**config.mk**
```make
export PLATFORM = sky130hd
export DESIGN_NAME = divisor_booth_seq
export DESIGN_NICKNAME = d
export VERILOG_FILES = /design/src/rtl/divisor_booth_seq.sv
export SDC_FILE = /design/constraint.sdc
export NUM_CORES = 1
export LEC_CHECK = 0
export CORE_ASPECT_RATIO = 0.9
export CORE_UTILIZATION = 65
export DETAILED_ROUTE_END_ITERATION = 7
export DONT_BUFFER_PORTS = 1
export PLACE_DENSITY = 0.9
export SLEW_MARGIN = 20
export SYNTH_ARGS = -nofsm -noshare
export SYNTH_HDL_FRONTEND = slang
export SYNTH_SLANG_ARGS = --single-unit
```
**constraint.sdc**
```tcl
create_clock -name clk -period 3.4 [get_ports clk]
set_input_delay 0.51 -clock clk [delete_from_list [all_inputs] [get_ports clk]]
set_output_delay 0.51 -clock clk [all_outputs]
set_load 0.005 [all_outputs]
```
**src/rtl/divisor_booth_seq.sv**
```systemverilog
// Sequential signed divider: one restoring step per clock on operand magnitudes,
// followed by a single sign fix-up cycle. Start/busy/done handshake.
module divisor_booth_seq #(
  parameter int WIDTH = 4
) (
  input  logic             clk,
  input  logic             rst_n,
  input  logic             start,
  input  logic [WIDTH-1:0] dividend,
  input  logic [WIDTH-1:0] divisor,
  output logic             busy,
  output logic             done,
  output logic [WIDTH-1:0] q,
  output logic [WIDTH-1:0] r,
  output logic             div_zero
);

  localparam int CW = $clog2(WIDTH + 1);
  localparam logic [WIDTH-1:0] ONE = WIDTH'(1);

  typedef enum logic [1:0] {IDLE, CALC, FIX} state_t;

  state_t           state_reg;
  logic [CW-1:0]    count_reg;
  logic [WIDTH-1:0] p_reg;      // partial remainder, always < |divisor| between steps
  logic [WIDTH-1:0] a_reg;      // dividend magnitude shifting out, quotient bits shifting in
  logic [WIDTH-1:0] dmag_reg;   // unsigned, so |-2^(WIDTH-1)| fits
  logic             sign_n_reg;
  logic             sign_d_reg;
  logic             dzero_reg;

  logic [WIDTH-1:0] dividend_mag;
  logic [WIDTH-1:0] divisor_mag;
  logic [WIDTH:0]   p_shift;
  logic [WIDTH-1:0] p_sub;
  logic             q_bit;
  logic [WIDTH-1:0] q_fix;
  logic [WIDTH-1:0] r_fix;
  logic [WIDTH-1:0] n_fix;

  always_comb begin
    dividend_mag = dividend[WIDTH-1] ? (~dividend + ONE) : dividend;
    divisor_mag  = divisor[WIDTH-1]  ? (~divisor + ONE)  : divisor;
    // The shifted remainder needs WIDTH+1 bits only for the compare; after a
    // successful subtract the result is below |divisor| and fits WIDTH bits.
    p_shift = {p_reg, a_reg[WIDTH-1]};
    q_bit   = (p_shift >= {1'b0, dmag_reg});
    p_sub   = p_shift[WIDTH-1:0] - dmag_reg;
    q_fix   = (sign_n_reg ^ sign_d_reg) ? (~a_reg + ONE) : a_reg;
    r_fix   = sign_n_reg ? (~p_reg + ONE) : p_reg;
    n_fix   = sign_n_reg ? (~a_reg + ONE) : a_reg;
  end

  always_ff @(posedge clk) begin
    if (!rst_n) begin
      state_reg  <= IDLE;
      count_reg  <= '0;
      p_reg      <= '0;
      a_reg      <= '0;
      dmag_reg   <= '0;
      sign_n_reg <= 1'b0;
      sign_d_reg <= 1'b0;
      dzero_reg  <= 1'b0;
      busy       <= 1'b0;
      done       <= 1'b0;
      q          <= '0;
      r          <= '0;
      div_zero   <= 1'b0;
    end else begin
      done <= 1'b0;
      case (state_reg)
        IDLE: begin
          if (start) begin
            sign_n_reg <= dividend[WIDTH-1];
            sign_d_reg <= divisor[WIDTH-1];
            a_reg      <= dividend_mag;
            dmag_reg   <= divisor_mag;
            p_reg      <= '0;
            count_reg  <= CW'(WIDTH);
            dzero_reg  <= (divisor == '0);
            busy       <= 1'b1;
            state_reg  <= (divisor == '0) ? FIX : CALC;
          end
        end
        CALC: begin
          p_reg     <= q_bit ? p_sub : p_shift[WIDTH-1:0];
          a_reg     <= {a_reg[WIDTH-2:0], q_bit};
          count_reg <= count_reg - CW'(1);
          if (count_reg == CW'(1)) begin
            state_reg <= FIX;
          end
        end
        FIX: begin
          // On divide by zero a_reg was never shifted, so it still holds |dividend|.
          if (dzero_reg) begin
            q        <= '1;
            r        <= n_fix;
            div_zero <= 1'b1;
          end else begin
            q        <= q_fix;
            r        <= r_fix;
            div_zero <= 1'b0;
          end
          done      <= 1'b1;
          busy      <= 1'b0;
          state_reg <= IDLE;
        end
        default: state_reg <= IDLE;
      endcase
    end
  end

endmodule
```
Word level (Yosys, flattened, before mapping)
Cells that the tools add are included.

Register bits after elaboration: 31. Bits in latches: 0. Bits in writable memories: 0. ROM bits: 0. Input bits: 11. Output and inout port bits: 11. Logic and storage cells: 60. Memories: 0.

Add/sub/neg operators: 6. $mul: 0. Div/mod/pow operators: 0. $lt $le $gt $ge: 1. Eq/ne operators: 5. Shifts and indexed selects: 0. Muxes and demuxes: 22. Bitwise logic cells: 5. Reduce and logical (&&, ||, !) cells: 8.

Operators by type and width (number): 2-to-1 mux 4 bit (10); adder 4 x 1 -> 4 bit (second input constant) (4); inverter 4 bit (4); case mux 4 bit (2 select lines) (2); AND reduction 2 bit (4); 2-to-1 mux 2 bit (3); case mux 3 bit (2 select lines) (1); >= comparator 5 x 4 -> 1 bit (1); logical NOT 4 bit (1); inequality test 2 bit (second input constant) (2); case mux 2 bit (2 select lines) (1); nonzero test 2 bit (2); subtractor 4 bit (1); equality test 3 x 1 -> 1 bit (second input constant) (1); 2-to-1 mux 1 bit (3); 2-to-1 mux 3 bit (1); subtractor 3 x 1 -> 3 bit (second input constant) (1); equality test 2 x 1 -> 1 bit (second input constant) (1); equality test 2 bit (second input constant) (1); logical NOT 2 bit (1); case mux 1 bit (2 select lines) (1); XOR 1 bit (1).

Logic depth before layout (Yosys ltp)
Depth after elaboration: 5. Mapped depth: 7. Mapped depth without buffers: 7.

Worst setup path after synthesis
OpenSTA, ideal clock, no wires.

Kind: register to register. From: register p_reg[1]. To: register p_reg[1]. Library setup time: 67 ps. Data arrival time: 1526 ps. Required time: 3333 ps. Setup slack: 1807 ps. Stages on the path, launching flop included: 7. Path buffers: 0. Period minus slack after synthesis: 1593 ps. Cells stage by stage: dfxtp_1 > ha_1 > nand3b_1 > a21boi_2 > nand3b_4 > mux2_4 > o21ai_2.

Cells in the longest elaborated chain, start to end: 3.

Ends and longest elaborated chain: start: declaration (RTL line 25) `logic [WIDTH-1:0] p_reg;`; start signal: assignment (RTL line 86) `p_reg <= q_bit ? p_sub : p_shift[WIDTH-1:0];`; >= comparator 5 x 4 -> 1 bit (RTL line 47) `q_bit = (p_shift >= {1'b0, dmag_reg});`; 2-to-1 mux 4 bit (RTL line 86); case mux 4 bit (2 select lines) (RTL line 71) `case (state_reg)`.

Every way passes these cells. A chain may end at the register's enable or synchronous reset.

Worst setup path in the final report
Same ends and word-level chain as after synthesis.

==> results.py <==
metrics = {
    "setup_path": {
        "crit_start": "p_reg[1]",
        "cp_max_fo": 6,
        "worstRegToRegCells": 6,
        "required_ps": 3670,
        "start_kind": "flop",
        "arrival_ps": 2010,
        "rr_startpoint": "p_reg[1]",
        "critPathKind": "flop to flop",
        "cp-end-kind": "flop",
        "crit_path_end": "p_reg[1]",
        "rrSetupSlack_ps": 1660,
        "r2r_end": "p_reg[1]",
    },
    "power_and_ir_drop": {
        "pwr_density_cell_nw_per_um2": 453.5,
        "leakagePower_nw": 0.6996,
        "ir_worst_vdd_mv": 0.4192,
    },
    "die": {
        "die_h_um": 51.07,
        "io-pin-count": 22,
        "chipWidth_um": 56.53,
        "initial_core_util_pct": 69.88,
        "rows": 17,
        "core_um2": 2489,
        "fp.dieArea_um2": 2887,
    },
    "synth": {
        "syn_avg_cell_area_um2": 8.653,
        "synth-main-ff-cell": "dfxtp_1",
        "synthTopCellsByCount": "dfxtp_1, nand2_1, inv_1",
        "seq_area_frac_synth_pct": 35.68,
        "yosys.area.top_type": "dfxtp_1",
        "synth-seq-cells": 31,
        "synth.distinct_cells": 43,
        "yosysMostFrequentCell": "dfxtp_1",
        "netlist_top_cells_area": "dfxtp_1, ha_1, nand2_1",
        "synth_edf_count": 0,
        "yosysWarnings": 0,
        "synth.net_count": 223,
        "synth_top_cell_area_share_pct": 35.68,
        "synthCells": 201,
        "synth_area_um2": 1739,
        "async_flop_share_pct": 0,
    },
    "layout": {
        "syn2layout_area_growth_pct": 2.374,
        "drive_gt1_share_pct": 8.543,
        "nets": 220,
        "fillers": 197,
        "diodes": 0,
        "register_area_um2": 620.6,
        "final_cell_area_um2": 1780,
        "multi_input_area_um2": 1007,
    },
    "cts": {
        "post_cts_resized": 0,
        "clk_latency_ps": 330,
        "cts_tree": "built",
        "cts_root_buf": "clkbuf_4",
        "cts_buffer_depth": 2,
        "clk_pin_slew_worst_paths_ps": 90,
        "postCtsHoldBufs": 0,
        "post_cts_buffers": 0,
        "htreeDepth": 2,
        "clock-sinks": 31,
        "cts_buffers": 5,
    },
    "global_routing": {
        "grt_max_degree": 35,
        "track_usage_pct": 27.68,
        "grt_overflow_total": 0,
        "grt_antenna_before_repair": 0,
        "grt_pass1_vias": 1362,
        "grt_first_pass_wirelength_um": 5927,
    },
    "sta": {
        "worst_pin_slew_ps": 871.5,
        "clock_skew_ps": 5.034,
        "slew_headroom_pct": 41.78,
        "max_freq_ghz": 0.5741,
        "rsz0062_at_grt": "no",
        "fin_crit_sh_pct": 51.23,
        "drv_slew": 0,
        "setup_viol": 0,
        "tns_ps": 0,
        "hold_violations": 0,
        "min_period_ps": 1742,
    },
    "placement": {
        "dpl-instance-area_um2": 1730,
        "hpwl_um": 2701,
        "port_buffers": 0,
        "gp_routability_congestion": 0.8612,
    },
    "min_path": {
        "hold_class": "input pin to flop",
    },
    "detailed_routing": {
        "drt-vias-per-instance": 6.137,
        "totalWireLength_um": 3562,
        "drt_iter0_drc": 45,
        "drc": 0,
        "dr.pass1.iters": 4,
        "wire_per_inst_um": 15.69,
        "vias": 1393,
        "final_antenna_net_count": 0,
    },
    "flow_run": {
        "drv_cap": 0,
    },
    "outcome": {
        "status": "complete, no violations",
    },
}
per-layer routing:
layer  vias to the layer above  routed length, um  track usage (%)
li1                        685                  -                -
met1                       658               1450            32.48
met2                        42               1816            47.45
met3                         8                230            8.354
met4                         0                 65            10.98
met5                         -                  0                0
through the flow:
step | hold slack [ps] | utilization [%] | total power [mW] | std cells | worst slack, ps
3_3_place_gp | 443.6 | 69.53 | 0.5985 | 219 | 1762
6_report | 303.2 | 71.54 | 0.8075 | 227 | 1658
4_1_cts | 288.9 | 71.54 | 0.8096 | 227 | 1659
5_1_grt | 281.8 | 71.54 | 0.8540 | 227 | 1560
2_1_floorplan | 430.8 | - | 0.5806 | 201 | 1807
3_5_place_dp | 464.6 | 69.53 | 0.6135 | 219 | 1682
cell type report:
cell class                 instances  share of cell area (%)
clock buffer                       7                   2.530
clock inverter                     1                  0.2811
inverter                          18                   3.795
multi-input combinational        142                   56.57
sequential                        31                   34.86
tap                               28                   1.968
cell families after synthesis:
| family | after synthesis | synth area share [%] |
|---|---|---|
| simple gates | 75 | 22.73 |
| compound gates | 41 | 17.55 |
| flops | 31 | 35.68 |
| buf+inv | 28 | 6.402 |
| xor+xnor | 11 | 5.971 |
| fa+ha+maj | 11 | 8.345 |
| mux | 4 | 3.309 |
worst max-delay path, stage by stage (launching register included):
cell,delay (ps)
dfxtp_1,370
ha_1,410
nand3b_1,140
a21boi_2,170
nand3b_4,190
mux2_4,320
o21ai_2,100
where the power goes:
part / switching [mW] / internal (mW)
combinational: 0.0988 / 0.0881
sequential: 0.0311 / 0.388
clock: 0.121 / 0.0804
total: 0.251 / 0.557
how the worst min path moves through the flow:
stage / startpoint / endpoint / slack (ps) / cells after the start
5_1_grt: rst_n / busy / 280 / 2
2_1_floorplan: dmag_reg[3] / dmag_reg[3] / 430 / 2
3_3_place_gp: dmag_reg[3] / dmag_reg[3] / 440 / 2
6_report: rst_n / busy / 300 / 2
4_1_cts: rst_n / state_reg[1] / 290 / 2
3_5_place_dp: div_zero / div_zero / 460 / 2
cell usage in the layout (no fill, tap or decap), types with 5 or more instances in the layout:
| cell | Yosys | final |
|---|---|---|
| nand2_1 | 28 | 28 |
| inv_1 | 17 | 17 |
| dfxtp_1 | 31 | 31 |
| o21ai_1 | 5 | 5 |
| o211ai_1 | 5 | 5 |
| nor2b_1 | 8 | 8 |
| ha_1 | 10 | 10 |
| clkbuf_4 | 0 | 5 |
| xnor2_1 | 10 | 10 |
| a21boi_1 | 10 | 10 |
| nor2_1 | 12 | 12 |
Power figures use the tool's default switching activity.
